$ cat config.mk
export PLATFORM = sky130hd
export DESIGN_NAME = vip_genlock_phase_compare_flat
export DESIGN_NICKNAME = d
export VERILOG_FILES = /design/src/rtl/vip_genlock_phase_compare_pkg.sv /design/src/rtl/vip_genlock_phase_compare_if.sv /design/src/rtl/vip_genlock_frame_counter.sv /design/src/rtl/vip_genlock_phase_compare.sv /design/src/flat_wrapper.sv
export SDC_FILE = /design/constraint.sdc
export NUM_CORES = 1
export LEC_CHECK = 0
export BUFFER_PORTS_ARGS = -buffer_cell sky130_fd_sc_hd__clkbuf_2
export CELL_PAD_IN_SITES_DETAIL_PLACEMENT = 1
export CELL_PAD_IN_SITES_GLOBAL_PLACEMENT = 2
export CORE_MARGIN = 4
export CORE_UTILIZATION = 30
export DETAILED_ROUTE_END_ITERATION = 6
export GPL_TIMING_DRIVEN = 1
export PLACE_DENSITY_LB_ADDON = 0.1
export SLEW_MARGIN = 20
export SYNTH_ARGS = -nofsm -noshare
export SYNTH_HDL_FRONTEND = slang
export SYNTH_SLANG_ARGS = --single-unit
$ cat constraint.sdc
create_clock -name clk -period 6.2 [get_ports clk]
set_input_delay 0.62 -clock clk [delete_from_list [all_inputs] [get_ports clk]]
set_output_delay 0.62 -clock clk [all_outputs]
set_load 0.01 [all_outputs]
$ cat src/rtl/vip_genlock_phase_compare_pkg.sv
// Shared types and sizing helpers for the genlock phase comparator.
// Holds the lead-tracking state encoding and the default counter widths.
package vip_genlock_phase_compare_pkg;

    localparam int DEF_H_WIDTH = 14;
    localparam int DEF_V_WIDTH = 13;

    typedef enum logic [1:0] {
        ST_IDLE     = 2'd0,
        ST_IN_LEAD  = 2'd1,
        ST_OUT_LEAD = 2'd2
    } gl_state_t;

    // Smallest width that can hold CONFIRM_COUNT.
    function automatic int confirm_width(input int count);
        return (count < 1) ? 1 : $clog2(count + 1);
    endfunction

endpackage

$ cat src/rtl/vip_genlock_phase_compare_if.sv
// Control, sync-extractor and timing-generator signals of the genlock comparator.
// master drives the inputs (control/sync side); slave is the comparator itself.
interface vip_genlock_phase_compare_if
    import vip_genlock_phase_compare_pkg::*;
#(
    parameter int H_WIDTH = DEF_H_WIDTH,
    parameter int V_WIDTH = DEF_V_WIDTH
);
    logic               enable;
    logic               restart;
    logic [H_WIDTH-1:0] h_total_minus_one;
    logic [H_WIDTH-1:0] tolerance;
    logic               sof_in;
    logic               sof_in_locked;
    logic               sof_out;
    logic               sof_out_locked;
    logic               sync_lines;
    logic               sync_samples;
    logic               remove_repeatn;
    logic [H_WIDTH-1:0] sync_h_reset;
    logic [V_WIDTH-1:0] sync_v_reset;
    logic               genlocked;
    logic               meas_valid;

    modport master (
        output enable, restart, h_total_minus_one, tolerance,
        output sof_in, sof_in_locked, sof_out, sof_out_locked,
        input  sync_lines, sync_samples, remove_repeatn,
        input  sync_h_reset, sync_v_reset, genlocked, meas_valid
    );

    modport slave (
        input  enable, restart, h_total_minus_one, tolerance,
        input  sof_in, sof_in_locked, sof_out, sof_out_locked,
        output sync_lines, sync_samples, remove_repeatn,
        output sync_h_reset, sync_v_reset, genlocked, meas_valid
    );

endinterface

$ cat src/rtl/vip_genlock_frame_counter.sv
// Sample/line counter measuring the time elapsed since the last start-of-frame edge.
// Wraps samples at h_total_minus_one and saturates the line count.
module vip_genlock_frame_counter
    import vip_genlock_phase_compare_pkg::*;
#(
    parameter int H_WIDTH = DEF_H_WIDTH,
    parameter int V_WIDTH = DEF_V_WIDTH
) (
    input  logic               clk,
    input  logic               rst,
    input  logic               sclr,
    input  logic               sof_edge,
    input  logic [H_WIDTH-1:0] h_total_minus_one,
    output logic [H_WIDTH-1:0] h_count,
    output logic [V_WIDTH-1:0] v_count
);

    logic [H_WIDTH-1:0] h_reg;
    logic [V_WIDTH-1:0] v_reg;

    // The edge cycle itself is sample 0, so the count restarts one step in.
    always_ff @(posedge clk) begin
        if (rst || sclr) begin
            h_reg <= '0;
            v_reg <= '0;
        end else if (sof_edge) begin
            if (h_total_minus_one == '0) begin
                h_reg <= '0;
                v_reg <= V_WIDTH'(1);
            end else begin
                h_reg <= H_WIDTH'(1);
                v_reg <= '0;
            end
        end else if (h_reg >= h_total_minus_one) begin
            h_reg <= '0;
            if (v_reg != '1) begin
                v_reg <= v_reg + V_WIDTH'(1);
            end
        end else begin
            h_reg <= h_reg + H_WIDTH'(1);
        end
    end

    assign h_count = h_reg;
    assign v_count = v_reg;

endmodule

$ cat src/rtl/vip_genlock_phase_compare.sv
// Genlock phase comparator: measures CVI/CVO start-of-frame offsets in both directions,
// confirms them over repeated frames and drives the timing generator's corrections.
module vip_genlock_phase_compare
    import vip_genlock_phase_compare_pkg::*;
#(
    parameter int H_WIDTH       = DEF_H_WIDTH,
    parameter int V_WIDTH       = DEF_V_WIDTH,
    parameter int CONFIRM_COUNT = 2,
    parameter int OUT_PIPE      = 2
) (
    input logic                        clk,
    input logic                        rst,
    vip_genlock_phase_compare_if.slave bus
);

    localparam int CW = confirm_width(CONFIRM_COUNT);
    localparam int DW = H_WIDTH + V_WIDTH + 5;

    logic               sof_in_q;
    logic               sof_out_q;
    logic               in_edge;
    logic               out_edge;
    logic               active;
    logic               sclr;
    gl_state_t          state_reg;
    gl_state_t          state_next;
    logic [1:0]         cap_dir;
    logic               cap_both;
    logic [H_WIDTH-1:0] h_count;
    logic [V_WIDTH-1:0] v_count;
    logic [H_WIDTH-1:0] cap_h;
    logic [V_WIDTH-1:0] cap_v;
    logic [H_WIDTH-1:0] meas_h_reg [2];
    logic [V_WIDTH-1:0] meas_v_reg [2];
    logic [CW-1:0]      cnt_reg [2];
    logic               valid;
    logic               rm_lines;
    logic [V_WIDTH-1:0] v_next;
    logic [H_WIDTH-1:0] h_next;
    logic               dir_next;
    logic               lines_next;
    logic               samples_next;
    logic               locked_next;
    logic [H_WIDTH-1:0] h_reset_next;
    logic [V_WIDTH-1:0] v_reset_next;
    logic [DW-1:0]      decision_next;
    logic [DW-1:0]      pipe_reg [0:OUT_PIPE];

    always_ff @(posedge clk) begin
        if (rst) begin
            sof_in_q  <= 1'b0;
            sof_out_q <= 1'b0;
        end else begin
            sof_in_q  <= bus.sof_in;
            sof_out_q <= bus.sof_out;
        end
    end

    assign in_edge  = bus.sof_in & ~sof_in_q;
    assign out_edge = bus.sof_out & ~sof_out_q;
    assign active   = bus.enable & bus.sof_in_locked & bus.sof_out_locked;
    assign sclr     = ~active | bus.restart;

    vip_genlock_frame_counter #(
        .H_WIDTH (H_WIDTH),
        .V_WIDTH (V_WIDTH)
    ) u_frame_counter (
        .clk               (clk),
        .rst               (rst),
        .sclr              (sclr),
        .sof_edge          (in_edge | out_edge),
        .h_total_minus_one (bus.h_total_minus_one),
        .h_count           (h_count),
        .v_count           (v_count)
    );

    always_ff @(posedge clk) begin
        if (rst || sclr) begin
            state_reg <= ST_IDLE;
        end else begin
            state_reg <= state_next;
        end
    end

    // cap_dir[0] captures the remove offset, cap_dir[1] the repeat offset.
    always_comb begin
        state_next = state_reg;
        cap_dir    = 2'b00;
        cap_both   = 1'b0;
        if (in_edge && out_edge) begin
            state_next = ST_IDLE;
            cap_both   = 1'b1;
        end else begin
            case (state_reg)
                ST_IDLE: begin
                    if (in_edge) begin
                        state_next = ST_IN_LEAD;
                    end else if (out_edge) begin
                        state_next = ST_OUT_LEAD;
                    end
                end
                ST_IN_LEAD: begin
                    if (out_edge) begin
                        state_next = ST_OUT_LEAD;
                        cap_dir[0] = 1'b1;
                    end
                end
                ST_OUT_LEAD: begin
                    if (in_edge) begin
                        state_next = ST_IN_LEAD;
                        cap_dir[1] = 1'b1;
                    end
                end
                default: state_next = ST_IDLE;
            endcase
        end
    end

    assign cap_h = cap_both ? '0 : h_count;
    assign cap_v = cap_both ? '0 : v_count;

    for (genvar gi = 0; gi < 2; gi++) begin : gen_dir
        always_ff @(posedge clk) begin
            if (rst || sclr) begin
                meas_h_reg[gi] <= '0;
                meas_v_reg[gi] <= '0;
                cnt_reg[gi]    <= '0;
            end else if (cap_dir[gi] || cap_both) begin
                meas_h_reg[gi] <= cap_h;
                meas_v_reg[gi] <= cap_v;
                if (cap_h == meas_h_reg[gi] && cap_v == meas_v_reg[gi]) begin
                    if (cnt_reg[gi] != '1) begin
                        cnt_reg[gi] <= cnt_reg[gi] + CW'(1);
                    end
                end else begin
                    cnt_reg[gi] <= CW'(1);
                end
            end
        end
    end

    assign valid = (cnt_reg[0] >= CW'(CONFIRM_COUNT)) && (cnt_reg[1] >= CW'(CONFIRM_COUNT));

    // Correct towards whichever direction needs fewer lines; direction is reported even unconfirmed.
    always_comb begin
        rm_lines     = meas_v_reg[0] < meas_v_reg[1];
        v_next       = rm_lines ? meas_v_reg[0] : meas_v_reg[1];
        h_next       = rm_lines ? meas_h_reg[0] : meas_h_reg[1];
        dir_next     = (v_next != '0) ? rm_lines : (meas_h_reg[0] < meas_h_reg[1]);
        lines_next   = 1'b0;
        samples_next = 1'b0;
        locked_next  = 1'b0;
        h_reset_next = '0;
        v_reset_next = '0;
        if (valid) begin
            if (v_next != '0) begin
                lines_next   = 1'b1;
                samples_next = 1'b1;
                h_reset_next = h_next;
                v_reset_next = v_next;
            end else if (h_next > bus.tolerance) begin
                samples_next = 1'b1;
                h_reset_next = h_next;
            end else begin
                locked_next = 1'b1;
            end
        end
        decision_next = {lines_next, samples_next, dir_next, locked_next, valid,
                         h_reset_next, v_reset_next};
    end

    always_ff @(posedge clk) begin
        if (rst || sclr) begin
            pipe_reg[0] <= '0;
        end else begin
            pipe_reg[0] <= decision_next;
        end
    end

    for (genvar gi = 1; gi <= OUT_PIPE; gi++) begin : gen_pipe
        always_ff @(posedge clk) begin
            if (rst) begin
                pipe_reg[gi] <= '0;
            end else begin
                pipe_reg[gi] <= pipe_reg[gi-1];
            end
        end
    end

    assign {bus.sync_lines, bus.sync_samples, bus.remove_repeatn, bus.genlocked,
            bus.meas_valid, bus.sync_h_reset, bus.sync_v_reset} = pipe_reg[OUT_PIPE];

endmodule

$ cat src/flat_wrapper.sv
// flat-port wrapper written by rule: the top's interface ports become plain ports
module vip_genlock_phase_compare_flat import vip_genlock_phase_compare_pkg::*;
#(
    parameter int H_WIDTH       = DEF_H_WIDTH,
    parameter int V_WIDTH       = DEF_V_WIDTH,
    parameter int CONFIRM_COUNT = 2,
    parameter int OUT_PIPE      = 2
)
  (clk, rst, bus_enable, bus_restart, bus_h_total_minus_one, bus_tolerance, bus_sof_in, bus_sof_in_locked, bus_sof_out, bus_sof_out_locked, bus_sync_lines, bus_sync_samples, bus_remove_repeatn, bus_sync_h_reset, bus_sync_v_reset, bus_genlocked, bus_meas_valid);
  vip_genlock_phase_compare_if #(.H_WIDTH(H_WIDTH), .V_WIDTH(V_WIDTH)) bus_i ();
  input logic clk;
  input logic rst;
  input wire logic [$bits(bus_i.enable)-1:0] bus_enable;
  input wire logic [$bits(bus_i.restart)-1:0] bus_restart;
  input wire logic [$bits(bus_i.h_total_minus_one)-1:0] bus_h_total_minus_one;
  input wire logic [$bits(bus_i.tolerance)-1:0] bus_tolerance;
  input wire logic [$bits(bus_i.sof_in)-1:0] bus_sof_in;
  input wire logic [$bits(bus_i.sof_in_locked)-1:0] bus_sof_in_locked;
  input wire logic [$bits(bus_i.sof_out)-1:0] bus_sof_out;
  input wire logic [$bits(bus_i.sof_out_locked)-1:0] bus_sof_out_locked;
  output wire logic [$bits(bus_i.sync_lines)-1:0] bus_sync_lines;
  output wire logic [$bits(bus_i.sync_samples)-1:0] bus_sync_samples;
  output wire logic [$bits(bus_i.remove_repeatn)-1:0] bus_remove_repeatn;
  output wire logic [$bits(bus_i.sync_h_reset)-1:0] bus_sync_h_reset;
  output wire logic [$bits(bus_i.sync_v_reset)-1:0] bus_sync_v_reset;
  output wire logic [$bits(bus_i.genlocked)-1:0] bus_genlocked;
  output wire logic [$bits(bus_i.meas_valid)-1:0] bus_meas_valid;
  assign bus_i.enable = bus_enable;
  assign bus_i.restart = bus_restart;
  assign bus_i.h_total_minus_one = bus_h_total_minus_one;
  assign bus_i.tolerance = bus_tolerance;
  assign bus_i.sof_in = bus_sof_in;
  assign bus_i.sof_in_locked = bus_sof_in_locked;
  assign bus_i.sof_out = bus_sof_out;
  assign bus_i.sof_out_locked = bus_sof_out_locked;
  assign bus_sync_lines = bus_i.sync_lines;
  assign bus_sync_samples = bus_i.sync_samples;
  assign bus_remove_repeatn = bus_i.remove_repeatn;
  assign bus_sync_h_reset = bus_i.sync_h_reset;
  assign bus_sync_v_reset = bus_i.sync_v_reset;
  assign bus_genlocked = bus_i.genlocked;
  assign bus_meas_valid = bus_i.meas_valid;
  vip_genlock_phase_compare #(.H_WIDTH(H_WIDTH), .V_WIDTH(V_WIDTH), .CONFIRM_COUNT(CONFIRM_COUNT), .OUT_PIPE(OUT_PIPE)) u_core (.clk(clk), .rst(rst), .bus(bus_i));
endmodule
* After elaboration in Yosys (flattened, before gate mapping)
Memories as Yosys holds them, arrays and structs flattened.
Index checks and enable logic that the tools add are counted.
** Storage, ports and cells
- Register bits :: 31
- RAM bits :: 154
- Output and inout bits :: 32
- Word-level logic and storage cells :: 139
- Memories :: 4
** Memories
- u_core.pipe_reg :: words 3, bits a word 32, read ports 3, clocked after Yosys merged registers in 0, write ports 3, line vip_genlock_phase_compare.sv:47 : logic [DW-1:0] pipe_reg [0:OUT_PIPE];
- u_core.meas_h_reg :: words 2, bits a word 14, read ports 2, clocked after Yosys merged registers in 0, write ports 2, line vip_genlock_phase_compare.sv:33 : logic [H_WIDTH-1:0] meas_h_reg [2];
- u_core.meas_v_reg :: words 2, bits a word 13, read ports 2, clocked after Yosys merged registers in 0, write ports 2, line vip_genlock_phase_compare.sv:34 : logic [V_WIDTH-1:0] meas_v_reg [2];
- u_core.cnt_reg :: words 2, bits a word 2, read ports 2, clocked after Yosys merged registers in 0, write ports 2, line vip_genlock_phase_compare.sv:35 : logic [CW-1:0] cnt_reg [2];
** Operators by class
- Add/subtract/negate cells :: 4
- Order comparisons :: 6
- Equal/unequal tests :: 10
- Muxes and demuxes :: 76
- Bitwise operators :: 20
- Reduce and logical (&&, ||, !) cells :: 14
** Operators by type and width (number)
- 14-bit 2-to-1 mux :: 9
- 13-bit 2-to-1 mux :: 9
- 32-bit 2-to-1 mux :: 3
- 1-bit 2-to-1 mux :: 46
- 14-bit equality test :: 2
- 13-bit equality test :: 2
- 2-bit 2-to-1 mux :: 8
- 14-bit by 1-bit adder with 14-bit output, second input constant :: 1
- 14-bit >= comparator :: 1
- 14-bit greater-than comparator :: 1
- 14-bit logical NOT :: 1
- 14-bit < comparator :: 1
- 13-bit by 1-bit adder with 13-bit output, second input constant :: 1
- 13-bit < comparator :: 1
- 13-bit inequality test, second input constant :: 1
- 1-bit bitwise OR :: 13
- 13-bit nonzero test :: 1
- 2-bit one-hot mux with 3 select lines :: 1
- 2-bit by 1-bit adder with 2-bit output, second input constant :: 2
- 1-bit AND :: 4
- 2-bit >= comparator, second input constant :: 2
- 1-bit logical AND :: 4
- 2-bit inequality test, second input constant :: 2
- 2-bit nonzero test :: 2
- other kinds (8) :: 12

* Depth between registers and ports, before layout
- Depth after elaboration :: 13
- Mapped depth :: 16

* Modules after synthesis
Synthesis repeated with hierarchy kept, for this count alone.
** Unflattened totals
- Cell total of the unflattened synthesis :: 962
- Area total of the unflattened synthesis :: 9511.6 um^2
** Modules (own cells, without submodules)
- vip_genlock_phase_compare :: times used 1, cells an instance 737, area an instance 7698.6 um^2
- vip_genlock_frame_counter :: times used 1, cells an instance 225, area an instance 1813.0 um^2

* Worst setup path after synthesis
Ideal clock, no wire load.
- Path kind :: reg-to-reg
- Start :: memory u_core.meas_v_reg[0][2] (netlist bit)
- End :: memory u_core.pipe_reg[0][14] (netlist bit)
- Data arrival time :: 3.772 ns
- Data required time :: 6.084 ns
- Path slack :: 2.312 ns
- Stages on the path, launching flop included :: 15
- Buffers on the path :: 2
- Period minus slack after synthesis :: 3.888 ns
- Cell sequence :: edfxtp_1 ha_1 a21o_1 a31oi_1 o21ai_1 a2111o_1 buf_2 mux2_1 ha_1 a21o_1 a221o_1 a221oi_1 a21oi_1 clkbuf_1 o211a_1
** RTL lines (line)
- start: declaration :: vip_genlock_phase_compare.sv:34
- end: declaration :: vip_genlock_phase_compare.sv:47

==> impl_metrics.env <==
export IMPL_ys_ff_latch=185
export IMPL_register_area_sq_um=4280
export IMPL_reg2reg_slack_ps=1920
export IMPL_fin_tns_setup_ps=0
export IMPL_synth_xor_area_frac=0.0382
export IMPL_cts_inserted_buffers=17
export IMPL_die_area_sq_um=33400
export IMPL_multi_input_area_sq_um=4450
export IMPL_slew_viol_final=0
export IMPL_antenna_found_initial=0
export IMPL_drc_errors=0
export IMPL_die_w_um=183
export IMPL_fillers=3383
export IMPL_start_kind="flip-flop"
export IMPL_synth_cell_types=53
export IMPL_finalHoldViolCount=0
export IMPL_ys_top_cells_by_area="dfxtp_1 28%, edfxtp_1 19%, ha_1 8.0%"
export IMPL_track_usage=0.158
export IMPL_synth_top_family_by_area="simple AND/OR/NAND/NOR gates"
export IMPL_clock_path_buffers=2
export IMPL_p_leak_nw=4.51
export IMPL_crit_required_ps=6540
export IMPL_clk_latency_ps=450
export IMPL_yosysSeqAreaShare=0.467
export IMPL_ioPinCount=68
export IMPL_cts_resized=0
export IMPL_crit_fanout=15
export IMPL_hold_class="in2reg"
export IMPL_die_height_um=183
export IMPL_synth_compound_area_share=0.104
export IMPL_synthSimpleGateAreaFrac=0.219
export IMPL_ant_nets=0
export IMPL_p_total_mw=2.55
export IMPL_peakVddDrop_mv=0.169
export IMPL_first_pass_iters=4
export IMPL_holdBufCountCts=0
export IMPL_drt_initial_drc_count=246
export IMPL_rsz0062_at_grt="no"
export IMPL_grt_max_degree=68
export IMPL_area_delta_synth_final_pct=14.8
export IMPL_fin_crit_sh=0.691
export IMPL_endpoint_kind="flip-flop"
export IMPL_start_util=0.307
export IMPL_clkTransAtPathRegs_ps=80
export IMPL_async_reset_ff_frac=0
export IMPL_slew_headroom=0.339
export IMPL_largest_reg_flops=96
export IMPL_crit_arrival_ps=4630
export IMPL_drive_above_1_share=0.133
export IMPL_ys_flop_type="dfxtp_1"
export IMPL_gp_congestion=0.813
export IMPL_cap_violations=0
export IMPL_placed_cells=1343
export IMPL_viasPerCell=4.90
export IMPL_hpwlAfterDp_um=19000
export IMPL_synth_nets=1019
export IMPL_synthMuxAreaShare=0.0413
export IMPL_fmax_mhz=233
export IMPL_clock_sinks=185
export IMPL_coreArea_sq_um=29900
export IMPL_synth_adder_area_share=0.0805
export IMPL_grt_pass1_vias=6833
export IMPL_num_antenna_cells=0
export IMPL_clock_skew_ps=14.7
export IMPL_synth_edf_count=58
export IMPL_vias=6743
export IMPL_avgSynthCellArea_sq_um=9.93
export IMPL_syn_inst=924
export IMPL_htreeDepth=4
export IMPL_cts_tree="yes"
export IMPL_clock_root_buffer="clkbuf_16"
export IMPL_cts_setup_buffers=0
export IMPL_worstSetupPathType="reg2reg"
export IMPL_wirelength_um=25900
export IMPL_synth_top_area_share=0.277
export IMPL_worst_pin_slew_ps=983
export IMPL_setup_viol=0
export IMPL_yosys_top_cells_count="127 x dfxtp_1, 84 x nor2_1, 67 x nor2b_1, 59 x ha_1, 59 x inv_1"
export IMPL_avgRoutedWirePerCell_um=18.9
export IMPL_netlist_area_sq_um=9170
export IMPL_p_per_area_nw_per_um2=242
export IMPL_grt_overflow_total=0
export IMPL_yosysMostFrequentCell="dfxtp_1"
export IMPL_finalNonFillerCells=1375
export IMPL_period_needed_ps=4280
export IMPL_yosys_area_top_type="dfxtp_1"
export IMPL_grt_pass1_wl_um=40700
export IMPL_outcome="completed"
export IMPL_rows=63
export IMPL_nets=1067
export IMPL_io_buffers=67
export IMPL_yosysWarnings=0
[through the flow]
step / setup WS, ps / instance area, sq um / hold slack [ps] / util
detailed placement: 1910 / 9910 / 424 / 0.332
global placement: 1950 / 9910 / 421 / 0.332
floorplan: 2310 / 9170 / 414 / -
CTS: 1890 / 10500 / 389 / 0.352
global route: 1560 / 10500 / 404 / 0.352
finish: 1920 / 10500 / 409 / 0.352
[kinds of logic after synthesis]
family                     Yosys count
DFF                                185
and+or+nand+nor                    353
adders and majority gates           59
muxes                               35
xor gates and xnor gates            40
buffers and inverters              116
AOI/OAI and AO/OA                  136
[final timing paths]
path,startpoint,to,cells after the start
worst min register to register,u_core.pipe_reg[1][30],u_core.pipe_reg[2][30],1
worst min-delay path,bus_sof_in,u_core.sof_in_q,2
worst max register to register,u_core.meas_v_reg[0][2],u_core.pipe_reg[0][19],13
worst max-delay path,u_core.meas_v_reg[0][2],u_core.pipe_reg[0][19],13
[placed cells by master, fill, tap and decap left out, types with 23 or more instances in the layout]
cell      count
a21oi_1      26
a31oi_1      28
and2_1       51
clkbuf_2     67
dfxtp_1     127
edfxtp_1     58
ha_1         59
inv_1        59
nand2_1      30
nand4_1      23
nor2_1       82
nor2b_1      67
o32ai_1      26
xnor2_1      29
[routing by layer]
layer	vias to the layer above	GRT usage	wire, um
li1	3374	-	-
met3	25	0.0313	898
met5	-	0	0
met2	115	0.257	11800
met1	3229	0.217	12700
met4	0	0.0402	428
[layout make-up]
| type | count | share of cell area |
|---|---|---|
| clock buffer | 17 | 0.0404 |
| clock inverter | 15 | 0.0183 |
| inverter | 61 | 0.0217 |
| multi-input combinational | 623 | 0.422 |
| sequential | 185 | 0.407 |
| tap | 390 | 0.0463 |
| timing repair buffer | 84 | 0.0440 |
[power by group]
part	total, mW	switching (mW)	internal (mW)
clock	1.13	0.578	0.554
sequential	1.26	0.0113	1.25
combinational	0.158	0.0980	0.0605
total	2.55	0.688	1.86
[critical path: stages, from the launching register on]
cell      delay (ps)
edfxtp_1         480
ha_1             350
a21o_1           160
a31oi_1          150
o21ai_1           90
a2111o_1         720
mux2_1           470
ha_1             290
a21o_1           180
a221o_1          340
a221oi_1         290
a21oi_1          210
buf_4            230
o211a_1          210
No activity file was read; power rests on OpenSTA's default activity.
